===== src/rtl/data_memory_pkg.sv =====
// Shared FSM state type and default geometry/timing for the block data memory.
package data_memory_pkg;

  localparam int DATA_W_DEFAULT          = 8;
  localparam int WORDS_PER_BLOCK_DEFAULT = 4;
  localparam int ADDR_W_DEFAULT          = 6;
  localparam int LATENCY_DEFAULT         = 5;

  typedef enum logic [1:0] {
    IDLE = 2'd0,
    BUSY = 2'd1,
    DONE = 2'd2
  } state_t;

endpackage


===== src/rtl/mem_latency_counter.sv =====
// Down-counter that times one memory access; loads LATENCY-1 and counts to zero.
module mem_latency_counter #(
  parameter int LATENCY = 5,
  parameter int CW      = (LATENCY > 1) ? $clog2(LATENCY) : 1
) (
  input  logic clock,
  input  logic reset,
  input  logic load,
  input  logic enable,
  output logic zero
);

  logic [CW-1:0] count;

  always_ff @(posedge clock or posedge reset) begin
    if (reset) begin
      count <= '0;
    end else if (load) begin
      count <= CW'(LATENCY - 1);
    end else if (enable && (count != '0)) begin
      count <= count - 1'b1;
    end
  end

  assign zero = (count == '0);

endmodule


===== src/rtl/block_data_memory.sv =====
// Block-wide data memory with a fixed multi-cycle access time signalled by busywait.
module block_data_memory
  import data_memory_pkg::*;
#(
  parameter int DATA_W          = DATA_W_DEFAULT,
  parameter int WORDS_PER_BLOCK = WORDS_PER_BLOCK_DEFAULT,
  parameter int ADDR_W          = ADDR_W_DEFAULT,
  parameter int LATENCY         = LATENCY_DEFAULT
) (
  input  logic                              clock,
  input  logic                              reset,
  input  logic                              read,
  input  logic                              write,
  input  logic [ADDR_W-1:0]                 address,
  input  logic [DATA_W*WORDS_PER_BLOCK-1:0] writedata,
  output logic [DATA_W*WORDS_PER_BLOCK-1:0] readdata,
  output logic                              busywait,
  output logic                              error
);

  localparam int BLOCK_W = DATA_W * WORDS_PER_BLOCK;
  localparam int DEPTH   = 2 ** ADDR_W;

  state_t              state;
  logic                op_write;
  logic [ADDR_W-1:0]   op_addr;
  logic [BLOCK_W-1:0]  op_data;
  logic [BLOCK_W-1:0]  mem [DEPTH];

  logic request;
  logic accept;
  logic count_zero;
  logic complete;

  assign request  = read ^ write;
  assign accept   = (state == IDLE) && request;
  assign complete = (state == BUSY) && count_zero;
  // Gated by reset so a request held during reset never shows as busy.
  assign busywait = !reset && (accept || (state == BUSY));

  mem_latency_counter #(
    .LATENCY(LATENCY)
  ) u_counter (
    .clock (clock),
    .reset (reset),
    .load  (accept),
    .enable(state == BUSY),
    .zero  (count_zero)
  );

  always_ff @(posedge clock or posedge reset) begin
    if (reset) begin
      state <= IDLE;
    end else begin
      unique case (state)
        IDLE:    if (accept) state <= BUSY;
        BUSY:    if (count_zero) state <= DONE;
        DONE:    state <= IDLE;
        default: state <= IDLE;
      endcase
    end
  end

  // The request is captured once; inputs are don't-care until the next IDLE.
  always_ff @(posedge clock or posedge reset) begin
    if (reset) begin
      op_write <= 1'b0;
      op_addr  <= '0;
      op_data  <= '0;
    end else if (accept) begin
      op_write <= write;
      op_addr  <= address;
      op_data  <= writedata;
    end
  end

  always_ff @(posedge clock or posedge reset) begin
    if (reset) begin
      error <= 1'b0;
    end else begin
      error <= (state == IDLE) && read && write;
    end
  end

  always_ff @(posedge clock or posedge reset) begin
    if (reset) begin
      for (int i = 0; i < DEPTH; i++) begin
        mem[i] <= '0;
      end
    end else if (complete && op_write) begin
      mem[op_addr] <= op_data;
    end
  end

  always_ff @(posedge clock or posedge reset) begin
    if (reset) begin
      readdata <= '0;
    end else if (complete && !op_write) begin
      readdata <= mem[op_addr];
    end
  end

endmodule


===== config.mk =====
export PLATFORM = sky130hd
export DESIGN_NAME = block_data_memory
export DESIGN_NICKNAME = d
export VERILOG_FILES = /design/src/rtl/data_memory_pkg.sv /design/src/rtl/mem_latency_counter.sv /design/src/rtl/block_data_memory.sv
export SDC_FILE = /design/constraint.sdc
export NUM_CORES = 2
export LEC_CHECK = 0
export BUFFER_PORTS_ARGS = -buffer_cell sky130_fd_sc_hd__buf_2
export CAP_MARGIN = 25
export CORE_AREA = 2 2 531 533
export DETAILED_ROUTE_END_ITERATION = 7
export DIE_AREA = 0 0 533 535
export GPL_ROUTABILITY_DRIVEN = 1
export MAX_ROUTING_LAYER = met4
export PLACE_DENSITY = 0.62
export RECOVER_POWER = 100
export SLEW_MARGIN = 20
export SYNTH_ARGS = -nofsm -noshare
export SYNTH_HDL_FRONTEND = slang
export SYNTH_SLANG_ARGS = --single-unit

===== constraint.sdc =====
create_clock -name clock -period 63.9 [get_ports clock]
set_input_delay 0 -clock clock [delete_from_list [all_inputs] [get_ports clock]]
set_output_delay 0 -clock clock [all_outputs]
set_load 0.02 [all_outputs]

### Word-level counts from Yosys, hierarchy flattened

Cells that the tools add are included.

| storage, ports and cells | value |
|---|---|
| register bits after elaboration | 2125 |
| input bits | 42 |
| output and inout bits | 34 |
| logic and storage cells | 107 |

| cells by class | value |
|---|---|
| add/sub/neg operators | 1 |
| order comparisons | 2 |
| equality and inequality tests | 3 |
| multiplexer cells | 11 |
| bitwise operators | 2 |
| reduce and logical (&&, ||, !) cells | 17 |

Operators by type and width:

| operator | number |
|---|---|
| bitwise mux 2048 bit | 1 |
| binary-select mux 32 bit (select 6 bit) | 1 |
| demux 32 bit (select 6 bit) | 1 |
| 2-to-1 mux 32 bit | 3 |
| logical AND 1 bit | 9 |
| >= comparator 7 bit, second input constant | 1 |
| < comparator 7 x 1 -> 1 bit, second input constant | 1 |
| NOT 6 -> 7 bit | 1 |
| 2-to-1 mux 3 bit | 2 |
| 2-to-1 mux 2 bit | 2 |
| != test 2 bit, second input constant | 2 |
| case mux 2 bit (2 select lines) | 1 |
| logical NOT 3 bit | 1 |
| nonzero test 3 bit | 1 |
| subtractor 3 x 1 -> 3 bit, second input constant | 1 |
| equality test 2 x 1 -> 1 bit, second input constant | 1 |
| logical NOT 1 bit | 2 |
| logical NOT 2 bit | 1 |
| AND reduction 2 bit | 1 |
| nonzero test 2 bit | 1 |
| logical OR 1 bit | 1 |
| XOR 1 bit | 1 |

### Logic depth before layout (Yosys ltp)

| depth | value |
|---|---|
| word-level depth | 6 |
| depth in mapped cells | 9 |

### Cells and area by module

A second synthesis with hierarchy kept.

| unflattened totals | value |
|---|---|
| cell total of the unflattened synthesis | 6759 |
| area total of the unflattened synthesis | 96257.3 µm² |

Modules (own cells, without submodules):

| module | instances | cells each | area an instance (µm²) | sequential area each (µm²) |
|---|---|---|---|---|
| block_data_memory | 1 | 6741 | 96069.6 | 53100.9 |
| mem_latency_counter | 1 | 18 | 187.7 | 75.1 |

### Least setup slack after synthesis

OpenSTA, ideal clock, no wires.

| timing | value |
|---|---|
| path type | register -> register |
| start point | register u_counter.count[0] |
| end point | register mem[160] (netlist bit) |
| setup time | 0.125 ns |
| arrival | 2.333 ns |
| required time | 63.775 ns |
| path slack | 61.443 ns |
| cell stages (with the launch flop) | 9 |
| clock period less this slack | 2.457 ns |
| cell sequence | dfrtp_1 inv_1 ha_1 nand4bb_1 nor3b_2 nand2_1 nor2_4 buf_6 mux2_2 |

| on the way | value |
|---|---|
| word-level cells in the longest chain between the ends | 3 |

RTL lines:

| item | RTL line | text |
|---|---|---|
| start: declaration | mem_latency_counter.sv:13 | `logic [CW-1:0] count;` |
| start signal: assignment | mem_latency_counter.sv:19 | `count <= CW'(LATENCY - 1);` |
| start signal: assignment | mem_latency_counter.sv:21 | `count <= count - 1'b1;` |
| logical NOT 3 bit | mem_latency_counter.sv:25 | `assign zero = (count == '0);` |
| logical AND 1 bit | block_data_memory.sv:37 | `assign complete = (state == BUSY) && count_zero;` |
| logical AND 1 bit | block_data_memory.sv:90 | `end else if (complete && op_write) begin` |
| end signal: indexed assignment | block_data_memory.sv:91 | `mem[op_addr] <= op_data;` |
| end: declaration | block_data_memory.sv:28 | `logic [BLOCK_W-1:0] mem [DEPTH];` |

No other way between the ends.
A chain may end at the register's enable or synchronous reset.

==> metrics <==
DR pass1 iterations 7; global-route wire length before repair about 440000 µm; share of cells above drive strength 1 0.357; Total Die Area roughly 290000 µm²; # nets final 6989; worst vdd ir around 0.046 mV; register area share after synthesis 0.547; MaxCap Viol Count about 140; CTS tree done; port bufs 75; global route overflow 0; CP delay by family, top buffers and inverters; Placed Area a little over 100000 µm²; commonest non-fill, non-tap cell in the layout dfrtp_1; hold endpoint op_addr[0]$_DFFE_PP0P_; reg2reg end readdata[28]$_DFFE_PP0P_; reg2reg path depth 9; # Post-CTS Setup Buffers 0; hold wc startpoint address[0]; Clock Sinks around 2100; Initial Util 0.349; Final Slew Violations approximately 4900; average wire per standard cell between 20 and 30 µm; Finish-stage setup viols 0; #FFs+latches synth about 2100; number of global-route vias before repair between 60000 and 70000; Area growth, synth to finish 11.0%; Worst-Skew Late Latency just under 0.9 ns; failing checks hold timing, capacitance limit, slew limit; worst r2r src op_addr[0]$_DFFE_PP0P_; final worst-path cycle share 0.341; Vias/cell approximately 5.5; count of different cell masters after synthesis 40; Remaining DRCs 0; total track usage 0.210; setup tns final 0 ns; row cnt 194; EDFF count, synth 0; TritonCTS buffer count 223; Final Hold Vio Count 1; ys flop type dfrtp_1; final instance area ~110000 µm²; Crit-path slowest cell clkbuf_1; RSZ-0062 raised after global routing false; P per Cell Area just over 40 nW/µm²; Die Width approximately 530 µm; largest net degree at the start of global routing 182; commonest non-fill, non-tap cells in the layout dfrtp_1, mux2_2, mux2i_1; asr flop ratio synth 1.00; leakage around 0.052 µW; status finished with violations; hpwl dp between 150000 and 200000 µm; cell count after synthesis slightly above 7000; initial antenna violation count 14; Ys Warns 0; Worst R2R Setup Slack 44.54 ns; arrival time worst endpoint slightly above 20 ns; mean post-synth cell area 13.7 µm²; crit-path max FO around 130; post-synthesis instance area between 90000 and 100000 µm²; clock skew around 0.042 ns; Mapped Nets about 7100; routability cong. 0.808; slowest stage delay, CP 5.10 ns; Initial DRC Count approximately 5100; WS Path Type primary input to async pin; critical-path cell list dlygate4sd3_1, buf_2, dlygate4sd3_1, clkinvlp_2, clkbuf_1, clkbuf_1, clkbuf_1, clkbuf_1, clkbuf_1, clkbuf_1; Min-Delay Path Class primary input to register; final hold slack -0.00138 ns; die span in y 535 µm; remaining antenna violation count 0; H-tree depth 4; post-route minimum period around 22 ns; io pins 76; Slew headroom -5.43; Bufs and invs on worst path 10; Vias 59900; Critical Path Most Common Cell clkbuf_1; CP Launch Type primary input; clock root cell clkbuf_16; Post-Route WL 295000 µm; Crit. End Element async pin; maximum operating frequency between 0.04 and 0.05 GHz; core box area around 280000 µm²; Max Buffers Root-to-Sink 4; required time worst endpoint about 63 ns; Clock transition at path regs 0.06 ns; Worst-Margin Slew between 9 and 10 ns; hold depth 3
## final cells by class
| type | count | area [µm²] |
|---|---|---|
| Fill cell | 26200 | 171000 |
| Sequential cell | 2125 | 53200 |
| Multi-Input combinational cell | 4262 | 40600 |
| Clock buffer | 352 | 6810 |
| Tap cell | 3724 | 4660 |
| Timing Repair Buffer | 327 | 2170 |
| Clock inverter | 51 | 492 |
| Inverter | 6 | 23.8 |
| Antenna cell | 5 | 12.5 |
## cells by family (layout without fill, tap and decap cells)
kind of cell               Yosys count  count (layout)  share of synthesized area
xor gates and xnor gates             3               3                   0.000270
muxes                             3098            3098                      0.348
buffers and inverters              694             736                     0.0357
and+or+nand+nor                    593             593                     0.0318
DFF                               2125            2125                      0.547
AOI/OAI and AO/OA                  566             566                     0.0371
other                                0               5                          0
adders and majority gates            2               2                   0.000257
## cell usage after synthesis, types with 2 or more instances
cell type / instances / area [µm²]
mux2_2: 2022 / 22800
dfrtp_1: 2125 / 53200
or3b_2: 3 / 26.3
ha_1: 2 / 25.0
mux2i_1: 990 / 9910
inv_1: 6 / 22.5
a22oi_1: 251 / 1880
a31oi_1: 31 / 194
nand3b_1: 2 / 15.0
buf_4: 10 / 75.1
nand3_1: 220 / 1100
xnor2_1: 2 / 17.5
or2_2: 2 / 12.5
mux2_1: 66 / 743
nor2_4: 28 / 315
buf_1: 18 / 67.6
and3_1: 3 / 18.8
nand2b_1: 3 / 18.8
nor2b_1: 2 / 12.5
buf_2: 212 / 1060
clkbuf_1: 373 / 1400
o22ai_1: 58 / 363
mux4_2: 20 / 450
buf_6: 75 / 845
nand2_1: 193 / 724
o21ai_0: 34 / 170
nor2_1: 69 / 259
a221oi_1: 6 / 52.6
and4_1: 62 / 543
a21oi_1: 183 / 916
## power breakdown
group / internal [µW] / total [µW] / leakage, µW / switching, µW
clock network: 756 / 1300 / 0.00362 / 546
logic: 538 / 1350 / 0.0192 / 813
registers: 1510 / 1700 / 0.0294 / 196
total: 2800 / 4360 / 0.0523 / 1550
## worst min-delay path: stages
cell and delay (ns):
dlygate4sd3_1 0.52, buf_2 0.16, mux2_2 0.16
## registers in the layout, indices dropped and copies added, names as in the netlist
register	count
error	1
u_counter.count	3
state	2
mem	2048
op_write	1
readdata	32
op_addr	6
op_data	32
## layer usage
metal	GRT usage	part of all wire	vias to the layer above
li1	-	-	25300
met1	0.290	0.46	32600
met2	0.322	0.46	1627
met3	0.0302	0.055	480
met4	0.0601	0.032	0
met5	-	0	-
## stage by stage
stage	util	worst slack (ns)	std cells	power, µW
floorplan	-	3.87	7081	2520
finish	0.387	42.12	10900	4360
CTS	0.390	57.32	10800	4300
global route	0.387	38.30	10800	4530
detailed placement	0.361	57.54	10400	2990
global placement	0.360	57.77	10300	2950
## worst max-delay path by stage
stage | from | to | slack (ns) | cells after the start
2_1_floorplan | reset | error$_DFF_PP0_ | 3.87 | 1
3_3_place_gp | reset | mem[792]$_DFFE_PP0P_ | 57.77 | 8
3_5_place_dp | reset | mem[861]$_DFFE_PP0P_ | 57.54 | 8
4_1_cts | reset | mem[790]$_DFFE_PP0P_ | 57.32 | 10
5_1_grt | reset | op_data[11]$_DFFE_PP0P_ | 38.30 | 10
6_report | reset | op_data[11]$_DFFE_PP0P_ | 42.12 | 10
## what timing repair did
action	CTS	global route
gates resized for setup	0	0
hold endpoints to repair	142	0
hold buffers	78	0
Note: power is estimated with default switching activity, not from simulation.
